===== config.mk =====
export PLATFORM = sky130hd
export DESIGN_NAME = cache_fill_fsm
export DESIGN_NICKNAME = d
export VERILOG_FILES = /design/src/rtl/cache_pkg.sv /design/src/rtl/fill_counter.sv /design/src/rtl/cache_fill_fsm.sv
export SDC_FILE = /design/constraint.sdc
export NUM_CORES = 1
export LEC_CHECK = 0
export CAP_MARGIN = 20
export CORE_MARGIN = 1
export CORE_UTILIZATION = 55
export DETAILED_ROUTE_END_ITERATION = 6
export DONT_BUFFER_PORTS = 1
export HOLD_SLACK_MARGIN = 0.03
export PLACE_DENSITY = 0.7
export SLEW_MARGIN = 20
export SYNTH_ARGS = -nofsm -noshare
export SYNTH_HDL_FRONTEND = slang
export SYNTH_HIERARCHICAL = 1
export SYNTH_SLANG_ARGS = --single-unit

===== constraint.sdc =====
create_clock -name clk -period 2.95 [get_ports clk]
set_input_delay 0.885 -clock clk [delete_from_list [all_inputs] [get_ports clk]]
set_output_delay 0.885 -clock clk [all_outputs]
set_load 0.02 [all_outputs]

===== src/rtl/cache_pkg.sv =====
// Shared types and block-geometry constants for the L1 miss-fill controller.
package cache_pkg;

    typedef enum logic {
        IDLE = 1'b0,
        FILL = 1'b1
    } fill_state_t;

    localparam int BLOCK_BYTES = 16;
    localparam int OFFSET_W    = 4;
    localparam int WORD_IDX_W  = 3;
    // One extra bit so the counters can hold BLOCK_WORDS itself as "done".
    localparam int CNT_W       = WORD_IDX_W + 1;

endpackage


===== src/rtl/fill_counter.sv =====
// Word counter for a block fill: synchronous clear, enable, saturates at MAX.
module fill_counter
    import cache_pkg::*;
#(
    parameter int MAX = 8
) (
    input  logic             clk,
    input  logic             rst_n,
    input  logic             clear,
    input  logic             enable,
    output logic [CNT_W-1:0] count
);

    localparam logic [CNT_W-1:0] LIMIT = CNT_W'(MAX);

    always_ff @(posedge clk or negedge rst_n) begin
        if (!rst_n) begin
            count <= '0;
        end else if (clear) begin
            count <= '0;
        end else if (enable && (count != LIMIT)) begin
            count <= count + 1'b1;
        end
    end

endmodule


===== src/rtl/cache_fill_fsm.sv =====
// L1 miss handler: fetches the aligned block containing the miss address,
// writes each returned word into the data array and the tag with the last word.
module cache_fill_fsm
    import cache_pkg::*;
#(
    parameter int BLOCK_WORDS = 8,
    parameter int ADDR_W      = 16
) (
    input  logic                  clk,
    input  logic                  rst_n,
    input  logic                  miss_detected,
    input  logic [ADDR_W-1:0]     miss_address,
    output logic                  fsm_busy,
    output logic                  memory_request,
    output logic [ADDR_W-1:0]     memory_address,
    input  logic                  memory_data_valid,
    input  logic [15:0]           memory_data,
    output logic                  write_data_array,
    output logic                  write_tag_array,
    output logic [WORD_IDX_W-1:0] fill_word_idx,
    output logic [15:0]           fill_data
);

    localparam logic [CNT_W-1:0]  WORDS      = CNT_W'(BLOCK_WORDS);
    localparam logic [CNT_W-1:0]  LAST_WORD  = CNT_W'(BLOCK_WORDS - 1);
    localparam logic [ADDR_W-1:0] BLOCK_MASK = ~ADDR_W'(BLOCK_BYTES - 1);

    fill_state_t       state;
    logic [ADDR_W-1:0] base;
    logic [CNT_W-1:0]  issue_cnt;
    logic [CNT_W-1:0]  recv_cnt;
    logic              in_fill;
    logic              start;
    logic              issuing;
    logic              receiving;
    logic              last_word;

    assign in_fill   = (state == FILL);
    assign start     = (state == IDLE) && miss_detected;
    assign issuing   = in_fill && (issue_cnt < WORDS);
    assign receiving = in_fill && memory_data_valid;
    assign last_word = receiving && (recv_cnt == LAST_WORD);

    fill_counter #(.MAX(BLOCK_WORDS)) u_issue_cnt (
        .clk    (clk),
        .rst_n  (rst_n),
        .clear  (start),
        .enable (issuing),
        .count  (issue_cnt)
    );

    fill_counter #(.MAX(BLOCK_WORDS)) u_recv_cnt (
        .clk    (clk),
        .rst_n  (rst_n),
        .clear  (start),
        .enable (receiving),
        .count  (recv_cnt)
    );

    always_ff @(posedge clk or negedge rst_n) begin
        if (!rst_n) begin
            state <= IDLE;
            base  <= '0;
        end else begin
            case (state)
                IDLE: begin
                    if (miss_detected) begin
                        state <= FILL;
                        base  <= miss_address & BLOCK_MASK;
                    end
                end
                FILL: begin
                    if (last_word) begin
                        state <= IDLE;
                    end
                end
            endcase
        end
    end

    // The stall follows miss_detected combinationally, so gate it with reset
    // to keep every control output quiet while rst_n is held low.
    assign fsm_busy         = rst_n && (in_fill || start);
    assign memory_request   = issuing;
    assign memory_address   = issuing ? (base + ADDR_W'({issue_cnt, 1'b0})) : '0;
    assign write_data_array = receiving;
    assign write_tag_array  = last_word;
    assign fill_word_idx    = receiving ? recv_cnt[WORD_IDX_W-1:0] : '0;
    assign fill_data        = memory_data;

endmodule


* Yosys cells after proc, flatten, opt, wreduce, memory -nomap -nowiden
Index checks and enable logic that the tools add are counted.
** Storage, ports and cells
- Flip-flop bits (word level) :: 21
- Bits of input ports :: 36
- Output and inout port bits :: 39
- Logic and storage cells :: 32
** Cells by class
- Add/sub/neg operators :: 3
- $lt $le $gt $ge :: 1
- Equal/unequal tests :: 3
- Mux-type cells :: 9
- Bitwise operators :: 1
- Reduce and logical (&&, ||, !) cells :: 11
** Operator list (number)
- 16-bit by 5-bit adder with 16-bit output :: 1
- 16-bit 2-to-1 mux :: 1
- 4-bit 2-to-1 mux :: 4
- 4-bit by 1-bit adder with 4-bit output (second input constant) :: 2
- 4-bit inequality test (second input constant) :: 2
- 1-bit logical AND :: 7
- 4-bit by 3-bit == test with 1-bit output (second input constant) :: 1
- 4-bit less-than comparator (second input constant) :: 1
- 2-bit nonzero test :: 2
- 3-bit 2-to-1 mux :: 1
- 1-bit 2-to-1 mux :: 2
- 1-bit one-hot mux with 2 select lines :: 1
- 2-bit AND reduction :: 1
- 1-bit logical OR :: 1
- 1-bit inverter :: 1

* Logic depth before layout (Yosys ltp)
Gate-level depths: netlist of the first run.
- Depth in word-level cells :: 5
- Mapped depth :: 6
- Depth with buffers taken out :: 5

* Modules after synthesis
The synthesis of the first run kept the hierarchy.
** Modules (own cells, without submodules)
- cache_fill_fsm :: instances 1, cells each 105, area an instance 969.7 µm², seq. area each 325.3 µm²
- fill_counter :: instances 2, cells each 23, area an instance 229.0 µm², seq. area each 100.1 µm²

* Least setup slack after synthesis of the first run
OpenSTA, ideal clock, no wires.
- Kind :: register to output
- Start point :: register u_issue_cnt.count[3]
- End point :: output memory_address[15]
- Arrival time :: 1.644 ns
- Required time :: 2.065 ns
- Slack :: 0.421 ns
- Cell stages (with the launch flop) :: 5
- Buffers on the path :: 0
- Cells stage by stage :: dfrtp_1 -> ha_1 -> nand4_2 -> or4_1 -> a21oi_1
** Between the ends
- Cells in the longest elaborated chain, start to end :: 3
- Elaborated cells between the ends (all ways) :: 4
- Those cells by class :: add/sub (1); order compare (1); mux (1); reduce/logical (1)
** Ends and longest elaborated chain
- start: declaration :: line fill_counter.sv:11 : output logic [CNT_W-1:0] count
- start signal: assignment :: line fill_counter.sv:22 : count <= count + 1'b1;
- parallel branches: the longest is 2 deep, another holds 16-bit by 5-bit adder with 16-bit output
- 16-bit 2-to-1 mux * :: line cache_fill_fsm.sv:85 : assign memory_address = issuing ? (base + ADDR_W'({issue_cnt, 1'b0})) : '0;
- end: declaration :: line cache_fill_fsm.sv:15 : output logic [ADDR_W-1:0] memory_address,
Mark *: on every way between the ends.

* Final worst setup path of the first run
- Start point :: register u_issue_cnt.count[3]
- End point :: output memory_address[12]
Same word-level chain as after synthesis.

==> results.toml, run 1 <==
[hold_path]
hp-class = "input pin to asynchronous set/reset pin"

[finish]
nFillCells = 224
nets = 180
antenna_cells = 0
syn2layout_area_growth_pct = -1.14
finalInstanceArea_sq_um = 1410
drive_above_1_share_pct = 20.4
post-route-util_pct = 57.5
finalNonFillerCells = 167

[cts]
numClockSinks = 21
h-tree-depth = 1
cts_tree = "yes"
clkSlewWorstSetupHoldPaths_ns = 0.12
clock_latency_ns = 0.30
clock-root-buffer = "clkbuf_4"
cts_inserted_buffers = 3
holdBufCountCts = 0
cts_buffer_depth = 2

[logic_synthesis]
yosysWarningCount = 6
syn_area_sq_um = 1430
synth_nets = 193
seq_area_frac_synth_pct = 36.8
avgSynthCellArea_sq_um = 9.45
ys_seq_elements = 21
synthDistinctLibCells = 31
synthCells = 151

[place]
dp_slack_ns = 0.247
dpl.hpwl_mm = 1.99
globalplace.congestion = 0.723
placedInstanceArea_sq_um = 1340
dp.cells = 162
io_buffer_count = 0

[die]
rows = 18
start_util_pct = 58.2
fp.dieW_um = 52.9
die_y_um = 52.9
fp.coreArea_sq_um = 2450
design.die.area_sq_um = 2800
io_pins = 75

[setup_path]
worstSetupPathType = "flop to output port"
crit_path_start_kind = "flop"
r2r_cells = 5
crit-reg2reg-capture = "u_issue_cnt/count[2]$_DFFE_PN0P_"
endpoint_kind = "output port"
rrSetupSlack_ns = 1.00
arrival_ns = 1.95
r2r-start = "u_issue_cnt/count[3]$_DFFE_PN0P_"
crit_start = "u_issue_cnt/count[3]$_DFFE_PN0P_"
critPathRequiredTime_ns = 2.07
endpoint = "memory_address[12]"
critPathMaxFanout = 7

[timing]
slew_headroom_pct = 64.7
skew_ns = 0.00290
grt_setup_unrepaired = "false"
setup_ws_ns = 0.113
max_slew.worst_pin.slew_ns = 0.529
tns_ns = 0
slew_violations = 0
report.final.hold_viol_count = 0
period_share_pct = 96.2
timing.fmax_mhz = 353
setup_violations = 0
period_needed_ns = 2.84

[detailed_routing]
post_drt_wl_per_cell_um = 16.0
drc = 0
drt-pass1-iter-count = 4
drt_iter0_markers = 26
drtAntennaViolNets = 0
wl_mm = 2.66
vias = 992
vias_per_cell = 5.94

[flow_run]
drv_cap = 0

[pwr]
peakVddDrop_mv = 0.593
leakagePower_nw = 0.602
p_per_area_nw_per_um2 = 1120

[grt]
grt_max_degree = 27
grt_pass1_vias = 886
grt-ovfl-total = 0
grt_util_all_layers_pct = 19.9
grt_pass1_wl_mm = 4.09
antenna_found_initial = 0

[status]
status = "complete, no violations"
==> repair_timing <==
| action | 4_1_cts | 5_1_grt |
|---|---|---|
| setup buffers | 0 | 1 |
| gates resized for setup | 4 | 4 |
| endpoints found under the setup margin | 4 | 6 |
==> routing by layer <==
| layer | vias up | routed length, um | global-route usage, % |
|---|---|---|---|
| met4 | 0 | 78 | 8.77 |
| met3 | 16 | 197 | 4.89 |
| met2 | 27 | 1300 | 33.3 |
| met1 | 477 | 1090 | 23.8 |
| li1 | 472 | - | - |
| met5 | - | 0 | 0 |
==> worst max-delay path, cell delays in order, from the launching register on <==
cell and delay, ns:
dfrtp_1 0.43, ha_1 0.20, nand4_2 0.20, or4_1 0.53, a21oi_2 0.29
==> power by group <==
| group | internal, mW | switching, mW |
|---|---|---|
| Sequential | 0.428 | 0.192 |
| Clock | 0.0515 | 0.0871 |
| Combinational | 0.319 | 0.506 |
==> cell families after synthesis <==
family / count (synthesis) / synth area share, %
XOR/XNOR: 6 / 3.68
buffers and inverters: 27 / 11.7
other: 1 / 0.263
flip-flops: 21 / 36.8
AO/OA/AOI/OAI: 20 / 8.41
AND/OR/NAND/NOR: 56 / 22.5
adder cells (fa/ha/maj): 6 / 5.26
multiplexers: 14 / 11.4
==> metrics by stage <==
step	hold slack, ns	power [mW]
2_1_floorplan	0.495	1.30
3_3_place_gp	0.521	1.36
3_5_place_dp	0.551	1.41
4_1_cts	0.249	1.57
5_1_grt	0.226	1.72
6_report	0.261	1.58
==> area by class of cell <==
| type | instances | area, sq um | share of cell area [%] |
|---|---|---|---|
| Multi-Input combinational cell | 103 | 777 | 55.1 |
| Sequential cell | 21 | 526 | 37.2 |
| Tap cell | 30 | 37.5 | 2.66 |
| Inverter | 7 | 26.3 | 1.86 |
| Clock buffer | 3 | 22.5 | 1.60 |
| Timing Repair Buffer | 2 | 15.0 | 1.06 |
| Clock inverter | 1 | 7.51 | 0.532 |
==> Yosys cell counts (all sizes together) <==
master / count / area share [%]
buf: 18 / 9.3
mux2i: 2 / 1.4
o21ai: 4 / 1.4
ha: 6 / 5.3
nor2b: 2 / 0.88
or3: 2 / 0.88
nand4: 5 / 3.1
and3: 3 / 1.3
a21oi: 8 / 2.8
inv: 7 / 1.8
xnor2: 2 / 1.2
dfrtp: 21 / 37
clkbuf: 2 / 0.53
or4: 4 / 2.1
conb: 1 / 0.26
o31ai: 4 / 2.1
nand2: 11 / 2.9
and2: 6 / 2.6
nor2: 11 / 2.9
xor2: 4 / 2.5
mux2: 12 / 10
o21a: 4 / 2.1
nand2b: 5 / 2.2
nand3: 3 / 1.4
nor3: 1 / 0.35
or3b: 2 / 1.2
and4b: 1 / 0.70
==> flip-flops by register name, indices dropped and copies added (netlist names) <==
signal / flops
u_recv_cnt/count: 4
in_fill: 1
base: 12
u_issue_cnt/count: 4
==> worst min-delay path by stage <==
stage | startpoint | cells after the start | slack (ns) | endpoint
3_3_place_gp | base[15]$_DFFE_PN0P_ | 1 | 0.52 | base[15]$_DFFE_PN0P_
6_report | rst_n | 0 | 0.26 | base[11]$_DFFE_PN0P_
2_1_floorplan | base[15]$_DFFE_PN0P_ | 1 | 0.50 | base[15]$_DFFE_PN0P_
3_5_place_dp | base[15]$_DFFE_PN0P_ | 1 | 0.55 | base[15]$_DFFE_PN0P_
4_1_cts | rst_n | 0 | 0.25 | base[15]$_DFFE_PN0P_
5_1_grt | rst_n | 0 | 0.23 | base[15]$_DFFE_PN0P_
==> cells in the final DEF (no fill, tap or decap), drive strengths merged <==
master     n
a21oi      8
and2       6
and3       3
and4b      1
buf        2
clkbuf     3
clkinvlp   1
conb       1
dfrtp     21
ha         6
inv        7
mux2      12
mux2i      2
nand2     11
nand2b     5
nand3      3
nand4      5
nor2      11
nor2b      2
nor3       1
o21a       4
o21ai      4
o31ai      4
or3        2
or3b       2
or4        4
xnor2      2
xor2       4
Note: power is estimated with default switching activity, not from simulation.
==> inputs of run 2 (changes only) <==
CTS_CLUSTER_DIAMETER = 100   (was default)
==> results of run 2 <==
Final layout, timing and power as in run 1 (identical DEF).
==> inputs of run 3 (changes only) <==
CORE_UTILIZATION = 42   (was 55)
DONT_BUFFER_PORTS = default   (was 1)
PLACE_DENSITY = 0.85   (was 0.7)
==> results.toml, run 3 (synthesized netlist as in run 1, its figures left out) <==
[detailed_routing]
drt-pass1-iter-count = 6
wl_mm = 3.01
drt_iter0_markers = 67
drc = 0
vias_per_cell = 5.11
drtAntennaViolNets = 0
vias = 1161
post_drt_wl_per_cell_um = 13.3

[finish]
reg_top3 = "base: 12 flops, u_issue_cnt/count: 4 flops, u_recv_cnt/count: 4 flops"
layout_common_cells = "clkdlybuf4s50_1, dfrtp_1, nand2_1, nor2_1, buf_4"
nets = 226
nFillCells = 282
final_common_cell = "clkdlybuf4s50_1"
drive_above_1_share_pct = 21.3
antenna_cells = 0
post-route-util_pct = 57.8
finalInstanceArea_sq_um = 1810
regMostFlops = "base"
multi_input_area_sq_um = 754
syn2layout_area_growth_pct = 26.7
finalNonFillerCells = 227
ff_latch_area_sq_um = 526
largest_reg_flops = 12

[die]
fp.coreArea_sq_um = 3130
io_pins = 75
rows = 20
start_util_pct = 45.6
fp.dieW_um = 60.3
design.die.area_sq_um = 3640
die_y_um = 60.3

[setup_path]
r2r_cells = 5
rrSetupSlack_ns = 1.42
crit_chain = "clkdlybuf4s50_1, and3_1, and4b_1, clkdlybuf4s15_1"
arrival_ns = 2.02
worstSetupPathType = "input pin to output port"
critPathSlowestCell = "clkdlybuf4s50_1"
crit-reg2reg-capture = "u_issue_cnt/count[2]$_DFFE_PN0P_"
crit_path_start_kind = "input pin"
crit_buf_inv = 2
r2r-start = "u_issue_cnt/count[3]$_DFFE_PN0P_"
critPathRequiredTime_ns = 2.07
critPathMaxFanout = 2
critPathMaxStageDelay_ns = 0.47
endpoint_kind = "output port"
crit_family = "buffers and inverters"

[cts]
clock_latency_ns = 0.30
cts_tree = "yes"
cts_inserted_buffers = 3
clock-root-buffer = "clkbuf_4"
numClockSinks = 21
clkSlewWorstSetupHoldPaths_ns = 0.12
cts_buffer_depth = 2
h-tree-depth = 1
cts_setup_buffers = 0

[flow_run]
drv_cap = 0

[place]
placedInstanceArea_sq_um = 1800
dp_slack_ns = -0.269
dp.cells = 223
dpl.hpwl_mm = 2.26
globalplace.congestion = 0.803
io_buffer_count = 37

[timing]
report.final.hold_viol_count = 0
skew_ns = 0.00103
period_share_pct = 98.6
timing.fmax_mhz = 344
hold_ws_ns = 0.555
grt_setup_unrepaired = "false"
setup_ws_ns = 0.0415
period_needed_ns = 2.91
slew_violations = 0
setup_violations = 0

[grt]
grtUsageMet3_pct = 3.46
met1_usage_pct = 21.3
grt_pass1_vias = 1158
grtUsageMet2_pct = 32.7
grt_pass1_wl_mm = 4.91
grt_util_all_layers_pct = 17.8
grt-ovfl-total = 0
antenna_found_initial = 0
grt_max_degree = 27
busiest_layer = "met2"

[hold_path]
hp-class = "flop to flop"
hold_depth = 1
min_to = "base[15]$_DFFE_PN0P_"
holdCritStartpoint = "base[15]$_DFFE_PN0P_"

[pwr]
p_per_area_nw_per_um2 = 1020
leakagePower_nw = 0.837
peakVddDrop_mv = 0.451

[status]
status = "complete, no violations"
==> run 3: cell count changes in the layout (fill, tap and decap cells not counted), sizes merged, moves of 2 or more <==
cell,previous run,this run
buf,2,14
dlygate4sd2,0,6
dlymetal6s2s,0,2
clkdlybuf4s50,0,22
clkbuf,3,6
==> run 3: routing by layer <==
layer  vias up  routed length, um
met3         4                141
met5         -                  0
li1        564                  -
met4         0                 18
met1       563               1270
met2        30               1580
==> run 3: through the flow <==
stage | TNS (ns) | power (mW)
4_1_cts | 0 | 1.87
3_5_place_dp | -0.838 | 1.77
6_report | 0 | 1.84
5_1_grt | 0 | 1.99
3_3_place_gp | -0.705 | 1.71
2_1_floorplan | 0 | 1.30
==> run 3: power by group <==
group	internal (mW)	leakage, nW	switching [mW]
combinational	0.529	0.567	0.558
clock	0.0505	0.0177	0.0875
sequential	0.428	0.252	0.188
total	1.01	0.837	0.834
==> run 3: cell type report <==
type | count | share of cell area, %
Sequential cell | 21 | 29.0
Multi-Input combinational cell | 103 | 41.7
Tap cell | 44 | 3.04
Clock buffer | 3 | 1.24
Clock inverter | 1 | 0.277
Timing Repair Buffer | 48 | 23.2
Inverter | 7 | 1.45
==> run 3: worst max path at each step <==
stage / startpoint / end / slack [ns] / depth (start not counted)
2_1_floorplan: u_issue_cnt/count[3]$_DFFE_PN0P_ / memory_address[15] / 0.42 / 4
3_3_place_gp: memory_data_valid / write_tag_array / -0.25 / 4
3_5_place_dp: memory_data_valid / write_tag_array / -0.27 / 4
4_1_cts: u_issue_cnt/count[3]$_DFFE_PN0P_ / memory_address[15] / 0.005 / 5
5_1_grt: memory_data_valid / write_tag_array / 0.01 / 4
6_report: memory_data_valid / write_tag_array / 0.04 / 4
==> run 3: what timing repair did <==
action / 4_1_cts / 5_1_grt
resized for setup: 20 / 14
endpoints found under the setup margin: 13 / 8
hold endpoints to repair: 0 / 0
pin swaps: 0 / 0
hold buffers: 0 / 0
